## config.mk

```make
export PLATFORM = sky130hd
export DESIGN_NAME = acc_muldiv_seq
export DESIGN_NICKNAME = d
export VERILOG_FILES = /design/src/rtl/acc_pkg.sv /design/src/rtl/acc_muldiv_step.sv /design/src/rtl/acc_muldiv_seq.sv
export SDC_FILE = /design/constraint.sdc
export NUM_CORES = 1
export LEC_CHECK = 0
export CAP_MARGIN = 40
export CORE_MARGIN = 3
export CORE_UTILIZATION = 47
export CTS_BUF_LIST = sky130_fd_sc_hd__clkbuf_16
export DETAILED_ROUTE_END_ITERATION = 6
export PLACE_DENSITY = 0.69
export REMOVE_ABC_BUFFERS = 1
export SLEW_MARGIN = 20
export SYNTH_ARGS = -nofsm -noshare
export SYNTH_HDL_FRONTEND = slang
export SYNTH_SLANG_ARGS = --single-unit
```

## constraint.sdc

```tcl
create_clock -name clk -period 5 [get_ports clk]
set_input_delay 0.5 -clock clk [delete_from_list [all_inputs] [get_ports clk]]
set_output_delay 0.5 -clock clk [all_outputs]
set_load 0.02 [all_outputs]
```

## src/rtl/acc_pkg.sv

```systemverilog
// ============================================================================
// acc_pkg : shared encodings for the accumulator-side multiply/divide unit
// Rev 1.0
// ============================================================================
`default_nettype none

package acc_pkg;

  localparam int unsigned DefaultDataWidth = 32;

  localparam logic [1:0] OP_MULU = 2'b00;
  localparam logic [1:0] OP_MULS = 2'b01;
  localparam logic [1:0] OP_DIVU = 2'b10;
  localparam logic [1:0] OP_DIVS = 2'b11;

  typedef enum logic [2:0] {
    ST_IDLE = 3'd0,
    ST_PREP = 3'd1,
    ST_CALC = 3'd2,
    ST_FIX  = 3'd3,
    ST_DONE = 3'd4
  } state_e;

  typedef enum logic {
    MODE_MUL = 1'b0,
    MODE_DIV = 1'b1
  } mode_e;

  function automatic logic op_is_div(input logic [1:0] op);
    return op[1];
  endfunction

  function automatic logic op_is_signed(input logic [1:0] op);
    return op[0];
  endfunction

endpackage

`default_nettype wire

```

## src/rtl/acc_muldiv_step.sv

```systemverilog
// ============================================================================
// acc_muldiv_step : one MUL add-shift or one restoring DIV shift-subtract step
// Rev 1.0
// ============================================================================
`default_nettype none

import acc_pkg::*;

module acc_muldiv_step #(
  parameter int unsigned DataWidth = DefaultDataWidth
) (
  input  mode_e                      mode_i,
  input  logic [2*DataWidth-1:0]     work_i,
  input  logic [DataWidth-1:0]       opnd_i,
  output logic [2*DataWidth-1:0]     work_o
);

  logic [DataWidth-1:0] w_hi;
  logic [DataWidth-1:0] w_lo;
  logic [DataWidth:0]   w_sum;
  logic [DataWidth:0]   w_rs;
  logic                 w_ge;
  logic [DataWidth-1:0] w_rem_sub;

  always_comb begin
    w_hi      = work_i[2*DataWidth-1:DataWidth];
    w_lo      = work_i[DataWidth-1:0];
    w_sum     = {1'b0, w_hi} + (w_lo[0] ? {1'b0, opnd_i} : {(DataWidth+1){1'b0}});
    // remainder shifted left with the next dividend bit; needs W+1 bits before the trial subtract
    w_rs      = {w_hi, w_lo[DataWidth-1]};
    w_ge      = (w_rs >= {1'b0, opnd_i});
    w_rem_sub = w_rs[DataWidth-1:0] - opnd_i;
    work_o    = {w_sum, w_lo[DataWidth-1:1]};
    if (mode_i == MODE_DIV) begin
      if (w_ge) begin
        work_o = {w_rem_sub, w_lo[DataWidth-2:0], 1'b1};
      end else begin
        work_o = {w_rs[DataWidth-1:0], w_lo[DataWidth-2:0], 1'b0};
      end
    end
  end

endmodule

`default_nettype wire

```

## src/rtl/acc_muldiv_seq.sv

```systemverilog
// ============================================================================
// acc_muldiv_seq : iterative 32x32 MUL/DIV feeding the accumulator load port
// Rev 1.0
// ============================================================================
`default_nettype none

import acc_pkg::*;

module acc_muldiv_seq #(
  parameter int unsigned DataWidth = DefaultDataWidth
) (
  input  logic                 clk,
  input  logic                 rst_n,
  input  logic                 start_i,
  input  logic [1:0]           op_i,
  input  logic [DataWidth-1:0] opa_i,
  input  logic [DataWidth-1:0] opb_i,
  output logic                 busy_o,
  output logic                 done_o,
  output logic                 acc_in_en_o,
  output logic [DataWidth-1:0] result_o,
  output logic [DataWidth-1:0] result_hi_o,
  output logic                 div_zero_o
);

  localparam int unsigned CntW = $clog2(DataWidth + 1);

  state_e                 state_q;
  logic [1:0]             op_q;
  logic [DataWidth-1:0]   opa_q;
  logic [DataWidth-1:0]   opb_q;
  logic [DataWidth-1:0]   opnd_q;
  logic [2*DataWidth-1:0] work_q;
  logic [2*DataWidth-1:0] work_d;
  logic [CntW-1:0]        cnt_q;
  logic                   sign_p_q;
  logic                   sign_q_q;
  logic                   sign_r_q;
  logic                   busy_q;
  logic                   done_q;
  logic [DataWidth-1:0]   res_q;
  logic [DataWidth-1:0]   res_hi_q;
  logic                   dz_q;

  logic                   w_is_div;
  logic                   w_a_neg;
  logic                   w_b_neg;
  logic [DataWidth-1:0]   w_a_abs;
  logic [DataWidth-1:0]   w_b_abs;
  logic [2*DataWidth-1:0] w_prod;
  logic [DataWidth-1:0]   w_quo;
  logic [DataWidth-1:0]   w_rem;
  mode_e                  w_mode;

  always_comb begin
    w_is_div = op_is_div(op_q);
    w_mode   = w_is_div ? MODE_DIV : MODE_MUL;
    w_a_neg  = op_is_signed(op_q) & opa_q[DataWidth-1];
    w_b_neg  = op_is_signed(op_q) & opb_q[DataWidth-1];
    w_a_abs  = w_a_neg ? -opa_q : opa_q;
    w_b_abs  = w_b_neg ? -opb_q : opb_q;
    w_prod   = sign_p_q ? -work_q : work_q;
    w_quo    = sign_q_q ? -work_q[DataWidth-1:0] : work_q[DataWidth-1:0];
    w_rem    = sign_r_q ? -work_q[2*DataWidth-1:DataWidth] : work_q[2*DataWidth-1:DataWidth];
  end

  acc_muldiv_step #(
    .DataWidth (DataWidth)
  ) u_step (
    .mode_i (w_mode),
    .work_i (work_q),
    .opnd_i (opnd_q),
    .work_o (work_d)
  );

  always_ff @(posedge clk or negedge rst_n) begin
    if (!rst_n) begin
      state_q  <= ST_IDLE;
      op_q     <= 2'b00;
      opa_q    <= '0;
      opb_q    <= '0;
      opnd_q   <= '0;
      work_q   <= '0;
      cnt_q    <= '0;
      sign_p_q <= 1'b0;
      sign_q_q <= 1'b0;
      sign_r_q <= 1'b0;
      busy_q   <= 1'b0;
      done_q   <= 1'b0;
      res_q    <= '0;
      res_hi_q <= '0;
      dz_q     <= 1'b0;
    end else begin
      case (state_q)
        ST_IDLE: begin
          if (start_i) begin
            op_q    <= op_i;
            opa_q   <= opa_i;
            opb_q   <= opb_i;
            busy_q  <= 1'b1;
            dz_q    <= 1'b0;
            state_q <= ST_PREP;
          end
        end
        ST_PREP: begin
          // Low half of work holds the multiplier (MUL) or dividend (DIV); high half starts clear
          if (w_is_div) begin
            work_q <= {{DataWidth{1'b0}}, w_a_abs};
            opnd_q <= w_b_abs;
          end else begin
            work_q <= {{DataWidth{1'b0}}, w_b_abs};
            opnd_q <= w_a_abs;
          end
          sign_p_q <= ~w_is_div & (w_a_neg ^ w_b_neg);
          sign_q_q <= w_is_div & (w_a_neg ^ w_b_neg);
          sign_r_q <= w_is_div & w_a_neg;
          cnt_q    <= CntW'(DataWidth);
          state_q  <= ST_CALC;
        end
        ST_CALC: begin
          if (cnt_q == '0) begin
            state_q <= ST_FIX;
          end else begin
            work_q <= work_d;
            cnt_q  <= cnt_q - 1'b1;
          end
        end
        ST_FIX: begin
          if (!w_is_div) begin
            res_q    <= w_prod[DataWidth-1:0];
            res_hi_q <= w_prod[2*DataWidth-1:DataWidth];
          end else if (opb_q == '0) begin
            res_q    <= {DataWidth{1'b1}};
            res_hi_q <= opa_q;
            dz_q     <= 1'b1;
          end else begin
            res_q    <= w_quo;
            res_hi_q <= w_rem;
          end
          done_q  <= 1'b1;
          state_q <= ST_DONE;
        end
        ST_DONE: begin
          done_q  <= 1'b0;
          busy_q  <= 1'b0;
          state_q <= ST_IDLE;
        end
        default: begin
          state_q <= ST_IDLE;
        end
      endcase
    end
  end

  assign busy_o      = busy_q;
  assign done_o      = done_q;
  assign acc_in_en_o = done_q;
  assign result_o    = res_q;
  assign result_hi_o = res_hi_q;
  assign div_zero_o  = dz_q;

endmodule

`default_nettype wire

```

Yosys cells after proc, flatten, opt, wreduce, memory -nomap -nowiden
Index checks and enable logic that the tools add are counted.
{ "totals": {"ff_bits": 241, "word_cells": 81, "input_bits": 69} }
{ "classes": {"bitwise": 7, "magnitude_cmp": 1, "add_sub_neg": 8, "n_mux": 29, "eq_ne": 9, "reduce_logical": 12} }
{ "ops": {"columns": ["op", "n"], "rows": [
  ["32-bit 2-to-1 mux", 11],
  ["64-bit 2-to-1 mux", 4],
  ["32-bit negation", 4],
  ["64-bit case mux with 2 select lines", 1],
  ["64-bit negation", 1],
  ["32-bit by 33-bit adder with 33-bit output", 1],
  ["33-bit by 32-bit >= comparator with 1-bit output", 1],
  ["32-bit zero test", 1],
  ["32-bit subtractor", 1],
  ["3-bit case mux with 4 select lines", 1],
  ["6-bit case mux with 2 select lines", 1],
  ["2-bit != test, second input constant", 5],
  ["2-bit AND reduction", 4],
  ["2-bit nonzero test", 4],
  ["3-bit by 2-bit equality test with 1-bit output, second input constant", 2],
  ["6-bit zero test", 1],
  ["3-bit 2-to-1 mux", 2],
  ["6-bit 2-to-1 mux", 1],
  ["1-bit case mux with 2 select lines", 3],
  ["6-bit by 1-bit subtractor with 6-bit output, second input constant", 1],
  ["1-bit AND", 5],
  ["1-bit 2-to-1 mux", 5],
  ["4-bit AND reduction", 1],
  ["3-bit by 1-bit equality test with 1-bit output, second input constant", 1],
  ["4 further kinds", 4]
]} }

Depth between registers and ports, before layout
Gate-level depths: netlist of run 1.
{ "logic_depth": {"depth_word": 5, "ltp_mapped": 15} }

Hierarchy
From an unflattened synthesis of run 1, not the netlist that was laid out.
{ "hier_totals": {"cells_unflattened": 2235, "hier_area_um2": 18944.4} }
{ "by_module_without_submodules": {"columns": ["mod", "seq_area_each_um2", "instances", "area_each_um2", "cells_per_inst"], "rows": [
  ["acc_muldiv_seq", 6030.8, 1, 14246.2, 1564],
  ["acc_muldiv_step", 0.0, 1, 4698.3, 671]
]} }

Worst setup path before layout of run 1
Ideal clock, no wire load.
{ "synth_timing": {"path_type": "reg2reg", "startpoint": "register work_q[0]", "endpoint": "register work_q[60]", "required_ns": 4.874, "path_slack_ns": 1.517, "stages_incl_launch_ff": 15, "n_path_buf": 1, "period_less_slack_ns": 3.483, "t_arrival_ns": 3.357, "path_cell_list": "dfrtp_1 -> inv_1 -> clkbuf_1 -> nor2_1 -> ha_1 -> a21oi_1 -> nand2_1 -> o211a_1 -> a2111oi_0 -> nor3_1 -> o211ai_1 -> o21ai_0 -> a31oi_1 -> xnor2_1 -> a221o_1"} }
{ "synth_between": {"elab_chain_len": 5} }
{ "synth_rtl": {"columns": ["element", "line_no", "text"], "rows": [
  ["start, declared", "acc_muldiv_seq.sv:33", "logic [2*DataWidth-1:0] work_q;"],
  ["start signal, assigned", "acc_muldiv_seq.sv:108", "work_q <= {{DataWidth{1'b0}}, w_a_abs};"],
  ["start signal, assigned", "acc_muldiv_seq.sv:111", "work_q <= {{DataWidth{1'b0}}, w_b_abs};"],
  ["start signal, assigned", "acc_muldiv_seq.sv:124", "work_q <= work_d;"],
  ["32-bit 2-to-1 mux", "acc_muldiv_step.sv:28", "w_sum = {1'b0, w_hi} + (w_lo[0] ? {1'b0, opnd_i} : {(DataWidth+1){1'b0}});"],
  ["32-bit by 33-bit adder with 33-bit output", "acc_muldiv_step.sv:28", null],
  ["64-bit 2-to-1 mux", "acc_muldiv_step.sv:34", "if (mode_i == MODE_DIV) begin"],
  ["64-bit 2-to-1 mux", "acc_muldiv_seq.sv:121", "if (cnt_q == '0) begin"],
  ["64-bit case mux with 2 select lines", "acc_muldiv_seq.sv:94", "case (state_q)"]
]} }
No other way between the ends. The select of a mux whose other input is x is not followed.
A chain may end at the register's enable or synchronous reset.

Worst setup path in the final report of run 1
{ "layout_timing": {"startpoint": "register work_q[0]", "endpoint": "register res_hi_q[18], in the netlist result_hi_o[18]"} }
{ "layout_between": {"elab_chain_len": 3} }
{ "layout_rtl": {"columns": ["element", "line_no", "text"], "rows": [
  ["64-bit negation", "acc_muldiv_seq.sv:62", "w_prod = sign_p_q ? -work_q : work_q;"],
  ["64-bit 2-to-1 mux", "acc_muldiv_seq.sv:62", null],
  ["32-bit 2-to-1 mux", "acc_muldiv_seq.sv:129", "if (!w_is_div) begin"],
  ["end signal, assigned", "acc_muldiv_seq.sv:131", "res_hi_q <= w_prod[2*DataWidth-1:DataWidth];"],
  ["end signal, assigned", "acc_muldiv_seq.sv:134", "res_hi_q <= opa_q;"],
  ["end signal, assigned", "acc_muldiv_seq.sv:138", "res_hi_q <= w_rem;"],
  ["end, declared", "acc_muldiv_seq.sv:42", "logic [DataWidth-1:0] res_hi_q;"]
]} }
No other way between the ends.

==> results.yml, run 1 <==
route:
  drc_errors: 0
  first_iter_violations: 1500
  first_pass_iters: 5
  routed_via_density: 6.13
  wl_per_cell_um: 20.4
  vias: 17601
  drt-total-wl_um: 58400
  postRouteAntennaNets: 0
critical_path:
  crit_family: "simple AND/OR/NAND/NOR gates"
  cp.required_ns: 5.42
  path_class: "register to register"
  path_buf_inv: 1
  critical-path-slowest-cell: "inv_1"
  slowest_delay_ns: 0.61
  startpoint_type: "register"
  worst-path-max-fanout: 20
  worstPathArrival_ns: 4.64
  worstPathCellList: "inv_1, ha_1, or4b_1, nor3_2, nand3_1, or4_1, nand2b_4, o41ai_2, xnor2_1, o21ai_1, o21ai_1"
  cp-end-kind: "register"
  cpMostUsedCell: "o21ai_1"
finish:
  final_layout_size_suffix_gt1_share_pct: 7.53
  nNetsFinal: 2472
  fin_util_pct: 54.5
  diodes: 0
  area_delta_synth_final_pct: 14.3
synth:
  synthesis.area_sq_mm: 0.0185
  synth_flop_cell: "dfrtp_1"
  synth-seq-cells: 241
  synthArstFlopShare_pct: 100
  syn_inst: 2305
  synth_seq_area_share_pct: 32.6
  synth_warnings: 0
  synth-edff-count: 0
  synth_common_cells: "nor2_1 (252), nand2_1 (250), dfrtp_1 (241), o21ai_0 (239), a21oi_1 (171)"
  ys_top_cells_by_area: "dfrtp_1 (33%), o21ai_0 (6.5%), xnor2_1 (5.5%)"
  yosys.area.top_type: "dfrtp_1"
  synth_cell_types: 79
  syn_area_per_cell_sq_um: 8.03
  synth.most_common_cell: "nor2_1"
  synth_top_area_share_pct: 32.6
floorplan:
  die_area_sq_mm: 0.0418
  row_count: 72
  ios: 137
  core-area_sq_mm: 0.0388
  die_x_um: 205
  die_h_um: 205
  start_util_pct: 47.7
clock_network:
  cts_resized: 0
  insertion_delay_ns: 0.58
  cts.sinks: 241
  cts_max_path_buffers: 3
  cts.clk_slew.worst_paths_ns: 0.06
  h-tree-depth: 1
  cts-root-buf: "clkbuf_16"
  cts_tree: "done"
  cts-buffers-inserted: 29
timing:
  setup_viol: 0
  worst-slew-pin-transition_ns: 0.825
  rsz0062_at_grt: "no"
  whs_ns: 0.475
  layout_min_cycle_time_ns: 4.22
  fmax_ghz: 0.237
  worst_slew_margin_rel_pct: 43.6
  hold_violations: 0
  finClkSkew_ns: 0.0199
  finalMaxSlewViolations: 0
  min_period_over_period_pct: 84.3
global_route:
  antenna_found_initial: 0
  grt_pass1_wl_um: 92100
  grt_max_degree: 105
  overflow: 0
  grt_usage_pct: 27.3
  use_met2_pct: 43.3
  gr-usage-met1_pct: 37.8
  use_met3_pct: 3.78
  grt-busiest-layer: "met2"
  grt_pass1_vias: 16681
pwr:
  leakagePower_nw: 8.83
  cellPowerDensity_mw_per_mm2: 780
  finalPower_mw: 16.5
  power_switching_mw: 8.17
  p_seq_share_pct: 25.9
  sw_frac_of_total_pct: 49.5
  clkPwrFrac_pct: 13.2
  p_int_mw: 8.34
  peakVddDrop_mv: 0.403
  p_comb_share_pct: 60.9
job:
  max_cap_violations: 0
placement:
  dp_hpwl_um: 42200
  portBuffers: 136
  gp_congestion: 0.952
min_path:
  hold_path_class: "register to register"
outcome:
  status: "finished, final reports clean"
==> per-stage QoR <==
step / setup WS, ns / cell area [sq um] / instances / TNS (ns)
2_1_floorplan: -2.75 / 17800 / 2128 / -144.92
3_5_place_dp: 0.866 / 20100 / 2815 / 0
5_1_grt: 0.521 / 21200 / 2870 / 0
4_1_cts: 0.812 / 21100 / 2868 / 0
3_3_place_gp: 0.951 / 20100 / 2813 / 0
6_report: 0.784 / 21200 / 2870 / 0
==> per-layer routing <==
| metal | part of all wire [%] | up-vias | wire (um) |
|---|---|---|---|
| met1 | 43 | 8475 | 25100 |
| met2 | 45 | 758 | 26400 |
| met3 | 7.2 | 138 | 4200 |
| li1 | - | 8230 | - |
| met4 | 4.7 | 0 | 2730 |
| met5 | 0 | - | 0 |
==> final timing paths <==
path                       depth (start not counted)               to  slack (ns)       startpoint
setup / recovery                                  11  result_hi_o[18]        0.78        work_q[0]
hold / removal                                     2  result_hi_o[19]        0.48  result_hi_o[19]
setup reg to reg                                  11  result_hi_o[18]        0.78        work_q[0]
hold reg to reg                                    2  result_hi_o[19]        0.48  result_hi_o[19]
max in group asynchronous                          3       div_zero_o        3.28            rst_n
min in group asynchronous                          2  result_hi_o[15]        0.53            rst_n
==> power by group through the flow <==
stage | combinational [mW] | sequential (mW) | clock [mW]
after floorplan | 6.78 | 4.23 | 0
after detailed placement | 9.87 | 4.26 | 0
after CTS | 9.94 | 4.24 | 2.21
after global placement | 9.68 | 4.24 | 0
after global routing | 11.1 | 4.40 | 2.29
final | 10.1 | 4.28 | 2.17
==> placed cells by master (no fill, tap or decap), drive strengths merged, types with 14 or more instances in the layout <==
master / netlist / routed
o21ai: 273 / 273
nor2: 252 / 252
nand2: 250 / 250
dfrtp: 241 / 241
a21oi: 171 / 171
clkdlybuf4s50: 0 / 135
xnor2: 116 / 116
inv: 74 / 79
xor2: 72 / 72
ha: 70 / 70
mux2: 63 / 63
mux2i: 59 / 59
nor3: 49 / 49
a21o: 36 / 36
buf: 20 / 36
nand3: 33 / 33
a31oi: 33 / 33
or3: 33 / 33
clkbuf: 157 / 29
o31ai: 28 / 28
a211oi: 21 / 21
o211ai: 19 / 19
o311ai: 18 / 18
nor2b: 15 / 15
nand4: 15 / 15
nand2b: 14 / 14
==> kinds of logic after synthesis <==
group | synth area share [%]
and+or+nand+nor | 18.1
AOI/OAI and AO/OA | 22.6
buffers and inverters | 5.26
DFF | 32.6
xor gates and xnor gates | 8.89
muxes | 7.63
adders and majority gates | 4.95
==> registers in the layout, summed over array words and instances (netlist names), 2 cells and up <==
name         flops
cnt_q            6
op_q             2
opa_q           32
opb_q           32
opnd_q          32
result_hi_o     32
result_o        32
state_q          3
work_q          64
==> tightest hold or removal path, stage by stage (launching register included) <==
cell	delay [ns]
dfrtp_1	0.34
nand2_1	0.04
o21ai_0	0.05
==> final cells by class <==
| type | count | area [sq um] |
|---|---|---|
| multi-input cells | 1812 | 11500 |
| repair buffers | 172 | 1700 |
| fillers | 3575 | 17700 |
| flip-flops and latches | 241 | 6040 |
| clock buffers | 29 | 726 |
| inverters | 75 | 282 |
| well taps | 518 | 648 |
| clock inverters | 23 | 233 |
==> what timing repair did <==
item	4_1_cts	5_1_grt
hold buffers	1	0
endpoints found under the hold margin	25	0
setup buffers	0	0
Note: power is estimated with default switching activity, not from simulation.
==> inputs of run 2 (changes only) <==
PLACE_DENSITY = 0.72   (was 0.69)
clock period = 3.87 ns   (was 5 ns; I/O delays follow)
==> run 2 against run 1 <==
The run now ends with design-rule violations left; highest routed layer unchanged; combinational power grew 35%; clock skew shrank 0.0026 ns; utilization grew 0.76 points; critical path type unchanged.
==> results.yml, run 2 (same netlist as run 1, synthesis figures left out) <==
job:
  max_cap_violations: 0
timing:
  finClkSkew_ns: 0.0173
  worst-slew-pin-transition_ns: 0.816
  setup_viol: 0
  finalMaxSlewViolations: 0
  worst_slew_margin_rel_pct: 45.1
  fmax_ghz: 0.272
  min_period_over_period_pct: 95.1
  layout_min_cycle_time_ns: 3.68
  hold_violations: 0
  setup_tns_ns: 0
clock_network:
  cts-buffers-inserted: 28
  cts-root-buf: "clkbuf_16"
  cts_tree: "done"
  insertion_delay_ns: 0.57
  cts.clk_slew.worst_paths_ns: 0.06
  cts.sinks: 241
  h-tree-depth: 1
  cts_max_path_buffers: 3
route:
  first_pass_iters: 7
  first_iter_violations: 1793
  postRouteAntennaNets: 0
  vias: 17861
  routed_via_density: 6.15
  drc_errors: 1
  drt-total-wl_um: 60100
  wl_per_cell_um: 20.7
floorplan:
  ios: 137
  die_h_um: 205
  start_util_pct: 47.7
  die_x_um: 205
  die_area_sq_mm: 0.0418
  core-area_sq_mm: 0.0388
  row_count: 72
finish:
  largest_reg_flops: 64
  diodes: 0
  final_cell_mix: "nor2_1 (251), nand2_1 (249), o21ai_0 (239)"
  final.fill_count: 3612
  area_delta_synth_final_pct: 15.9
  fin_util_pct: 55.3
  nNetsFinal: 2506
  regMostFlops: "work_q"
  final_layout_size_suffix_gt1_share_pct: 9.09
  final_common_cell: "nor2_1"
global_route:
  antenna_found_initial: 0
  grt_pass1_wl_um: 94000
  grt_pass1_vias: 17344
  grt_max_degree: 96
  overflow: 0
  grt_usage_pct: 28.0
outcome:
  status: "complete, but fails checks"
  violations: "design-rule violations"
critical_path:
  startpoint: "work_q[0]"
  critical-path-slowest-cell: "dfrtp_1"
  r2r_cells: 16
  startpoint_type: "register"
  cp-end-kind: "register"
  worst-r2r-setup-slack_ns: 0.19
  worstPathArrival_ns: 4.12
  worst-path-max-fanout: 30
  endpoint: "work_q[60]"
  cp.required_ns: 4.31
  r2r-start: "work_q[0]"
  path_class: "register to register"
  r2r_end: "work_q[60]"
  slowest_delay_ns: 0.43
  worstPathCellList: "inv_2, buf_12, nor2_1, ha_1, a21oi_2, o21ai_0, or2_2, a2111oi_1, buf_4, nor3_1, o211ai_1, buf_4, o21ai_0, a31oi_1, xnor2_1, a221o_1"
placement:
  portBuffers: 136
  gp_congestion: 0.983
  dp_hpwl_um: 44000
min_path:
  hold_path_depth: 3
  hold_path_class: "input pin to register"
pwr:
  peakVddDrop_mv: 0.495
  leakagePower_nw: 8.99
  cellPowerDensity_mw_per_mm2: 1010
## run 2: changes by cell type in the layout (fill, tap and decap cells not counted), moves of 3 or more
cell       previous run  this run
clkinv_2              5         1
ha_1                 70        64
ha_4                  0         3
ha_2                  0         3
buf_12                2         7
buf_4                31        61
a2111oi_0             5         2
inv_1                77        82
a2111oi_1             0         3
## run 2: routing by layer
layer / share of wire [%] / up-vias / GRT usage, %
met5: 0 / - / 0
met4: 5.0 / 0 / 12.0
met3: 7.2 / 171 / 3.78
met2: 46 / 795 / 45.6
met1: 42 / 8603 / 37.5
li1: - / 8292 / -
## run 2: worst min path at each step
stage | slack (ns) | endpoint | start
after CTS | 0.36 | opb_q[0] | opb_i[0]
after detailed placement | 0.47 | opnd_q[28] | opnd_q[28]
after global placement | 0.46 | result_hi_o[13] | result_hi_o[13]
after global routing | 0.41 | opb_q[0] | opb_i[0]
after floorplan | 0.09 | acc_in_en_o | rst_n
final | 0.39 | opb_q[0] | opb_i[0]
## run 2: what timing repair did
item,4_1_cts,5_1_grt
pin swaps,1,2
resized for setup,2,17
endpoints found under the hold margin,91,0
endpoints found under the setup margin,4,25
hold buffers,1,0
buffers inserted,0,1
## run 2: through the flow
step / instance area, sq um / power (mW) / setup slack, ns / hold WS, ns / cells
floorplan: 17800 / 14.2 / -3.88 / 0.0914 / 2128
global placement: 20400 / 18.3 / -0.00162 / 0.460 / 2847
detailed placement: 20500 / 18.7 / -0.00679 / 0.472 / 2850
CTS: 21400 / 21.4 / 0.0107 / 0.365 / 2903
global route: 21500 / 23.3 / -0.0173 / 0.412 / 2905
finish: 21500 / 21.7 / 0.188 / 0.389 / 2905
## run 2: area by class of cell
cell class              count  area (sq um)  area share [%]
clock inverters            23           170           0.793
clock buffers              29           726            3.38
multi-input cells        1812         11600            54.1
repair buffers            207          1990            9.29
flip-flops and latches    241          6040            28.1
well taps                 518           648            3.02
inverters                  75           282            1.31
## run 2: critical path, delay by kind of cell (launching register included)
family | cells | cell delay, ns
and+or+nand+nor | 3 | 0.44
xor gates and xnor gates | 1 | 0.08
AOI/OAI and AO/OA | 7 | 1.54
adders and majority gates | 1 | 0.35
DFF | 1 | 0.43
buffers and inverters | 4 | 0.69
## run 2: report_power, final
part           switching, mW  leakage [nW]  internal [mW]
clock                   1.11         0.466           1.54
sequential              1.67          2.92           3.71
combinational           7.98          5.60           5.66
==> inputs of run 3 (changes only) <==
CTS_CLUSTER_SIZE = 12   (was default)
==> run 3 against run 2 <==
The flow now finishes without violations; sequential share of layout area unchanged; worst hold slack about the same; critical path type unchanged; global-route usage unchanged; die area unchanged; sequential power about the same; clock skew increased by 0.0027 ns; design area unchanged; highest routed layer unchanged; maximum frequency decreased by 0.34%; critical path depth decreased by 5; flip-flop and latch count unchanged; register-to-register slack about the same; non-clock buffer count unchanged.
==> results.yml, run 3 (same netlist as run 1, synthesis figures left out) <==
placement:
  dpl_cell_area_sq_mm: 0.0205
  gp_congestion: 0.983
  portBuffers: 136
  dp_worst_setup_slack_ns: -0.00679
  dp_hpwl_um: 44000
route:
  routed_via_density: 6.15
  wl_per_cell_um: 20.7
  first_pass_iters: 6
  drc_errors: 0
  vias: 17873
  postRouteAntennaNets: 0
  first_iter_violations: 1839
  drt-total-wl_um: 60100
timing:
  worst_slew_margin_rel_pct: 40.4
  finClkSkew_ns: 0.0200
  min_period_over_period_pct: 95.5
  setup_viol: 0
  layout_min_cycle_time_ns: 3.69
  setup_ws_ns: 0.176
  finalMaxSlewViolations: 0
  fmax_ghz: 0.271
  hold_violations: 0
  worst-slew-pin-transition_ns: 0.885
  setup_tns_ns: 0
floorplan:
  start_util_pct: 47.7
  core-area_sq_mm: 0.0388
  die_area_sq_mm: 0.0418
  row_count: 72
  die_x_um: 205
  die_h_um: 205
  ios: 137
outcome:
  status: "finished, final reports clean"
clock_network:
  cts_max_path_buffers: 3
  cts.clk_slew.worst_paths_ns: 0.06
  cts_tree: "done"
  insertion_delay_ns: 0.56
  h-tree-depth: 1
  cts-buffers-inserted: 28
  cts-root-buf: "clkbuf_16"
  cts.sinks: 241
critical_path:
  path_buf_inv: 2
  worstPathCellList: "inv_1, ha_1, nor4b_1, nand2_1, nor3_1, nand4_1, buf_4, nor2_1, a21oi_1, o21ai_0, o21ai_0"
  r2r_cells: 11
  r2r_end: "result_hi_o[15]"
  r2r-start: "opb_q[0]"
  worst-r2r-setup-slack_ns: 0.18
  cp-end-kind: "register"
  critical-path-slowest-cell: "o21ai_0"
  cp.required_ns: 4.29
  cpMostUsedCell: "o21ai_0"
  startpoint_type: "register"
  worstPathArrival_ns: 4.12
  worst-path-max-fanout: 53
  path_class: "register to register"
  crit_family: "simple AND/OR/NAND/NOR gates"
  slowest_delay_ns: 0.53
min_path:
  hold_path_class: "input pin to register"
  hold_end: "opb_q[0]"
  hold_path_depth: 3
  worstHoldStart: "opb_i[0]"
finish:
  area_delta_synth_final_pct: 15.9
  regMostFlops: "work_q"
  final_common_cell: "nor2_1"
  final_layout_size_suffix_gt1_share_pct: 9.09
  final_cell_mix: "nor2_1 (251), nand2_1 (249), o21ai_0 (239)"
  diodes: 0
  largest_reg_flops: 64
  final_area_sq_mm: 0.0215
  nNetsFinal: 2506
global_route:
  grt_pass1_wl_um: 94000
  antenna_found_initial: 0
  grt_pass1_vias: 17340
  grt_usage_pct: 28.0
  grt_max_degree: 96
  overflow: 0
job:
  max_cap_violations: 0
pwr:
  cellPowerDensity_mw_per_mm2: 1010
  peakVddDrop_mv: 0.492
  finalPower_mw: 21.6
  leakagePower_nw: 8.99
[run 3: cell counts in the layout (fill, tap and decap cells not counted)]
No cell type changed its count.
[run 3: power breakdown]
part	internal [mW]	switching [mW]	leakage [nW]
combinational	5.65	7.97	5.60
clock	1.54	1.10	0.466
sequential	3.71	1.67	2.92
total	10.9	10.7	8.99
[run 3: area by class of cell]
| type | count | area [sq um] |
|---|---|---|
| fillers | 3612 | 17400 |
| inverters | 75 | 282 |
| clock buffers | 29 | 726 |
| well taps | 518 | 648 |
| multi-input cells | 1812 | 11600 |
| flip-flops and latches | 241 | 6040 |
| repair buffers | 207 | 1990 |
| clock inverters | 23 | 170 |
[run 3: metrics by stage]
step	hold slack [ns]	std cells	utilization, %
2_1_floorplan	0.0914	2128	-
3_3_place_gp	0.460	2847	52.6
3_5_place_dp	0.472	2850	52.7
4_1_cts	0.365	2903	55.0
5_1_grt	0.412	2905	55.3
6_report	0.390	2905	55.3
[run 3: routing by layer]
layer,wire length (um),vias to the layer above,GRT usage (%)
met5,0,-,0
met4,2880,0,12.0
met3,4200,160,3.78
met2,27700,766,45.6
met1,25300,8649,37.5
li1,-,8298,-
[run 3: timing repair]
| item | in CTS | in global routing |
|---|---|---|
| pin swaps | 1 | 2 |
| buffers inserted | 0 | 1 |
| hold endpoints to repair | 91 | 0 |
| endpoints found under the setup margin | 4 | 25 |
| hold buffers | 1 | 0 |
| resized for setup | 2 | 17 |
[run 3: worst reg2reg max path: cells and delay by family (launching register included)]
family / cells / cell delay [ns]
and+or+nand+nor: 5 / 1.72
buffers and inverters: 2 / 0.48
AOI/OAI and AO/OA: 3 / 0.73
adders and majority gates: 1 / 0.19
DFF: 1 / 0.44
[run 3: worst max path at each step]
stage	startpoint	to	slack, ns	depth (start not counted)
detailed placement	work_q[0]	work_q[60]	-0.007	15
floorplan	op_q[1]	result_o[11]	-3.88	4
finish	opb_q[0]	result_hi_o[15]	0.18	11
global placement	work_q[33]	work_q[59]	-0.002	11
global route	work_q[0]	work_q[60]	-0.02	16
CTS	work_q[45]	work_q[59]	0.01	11
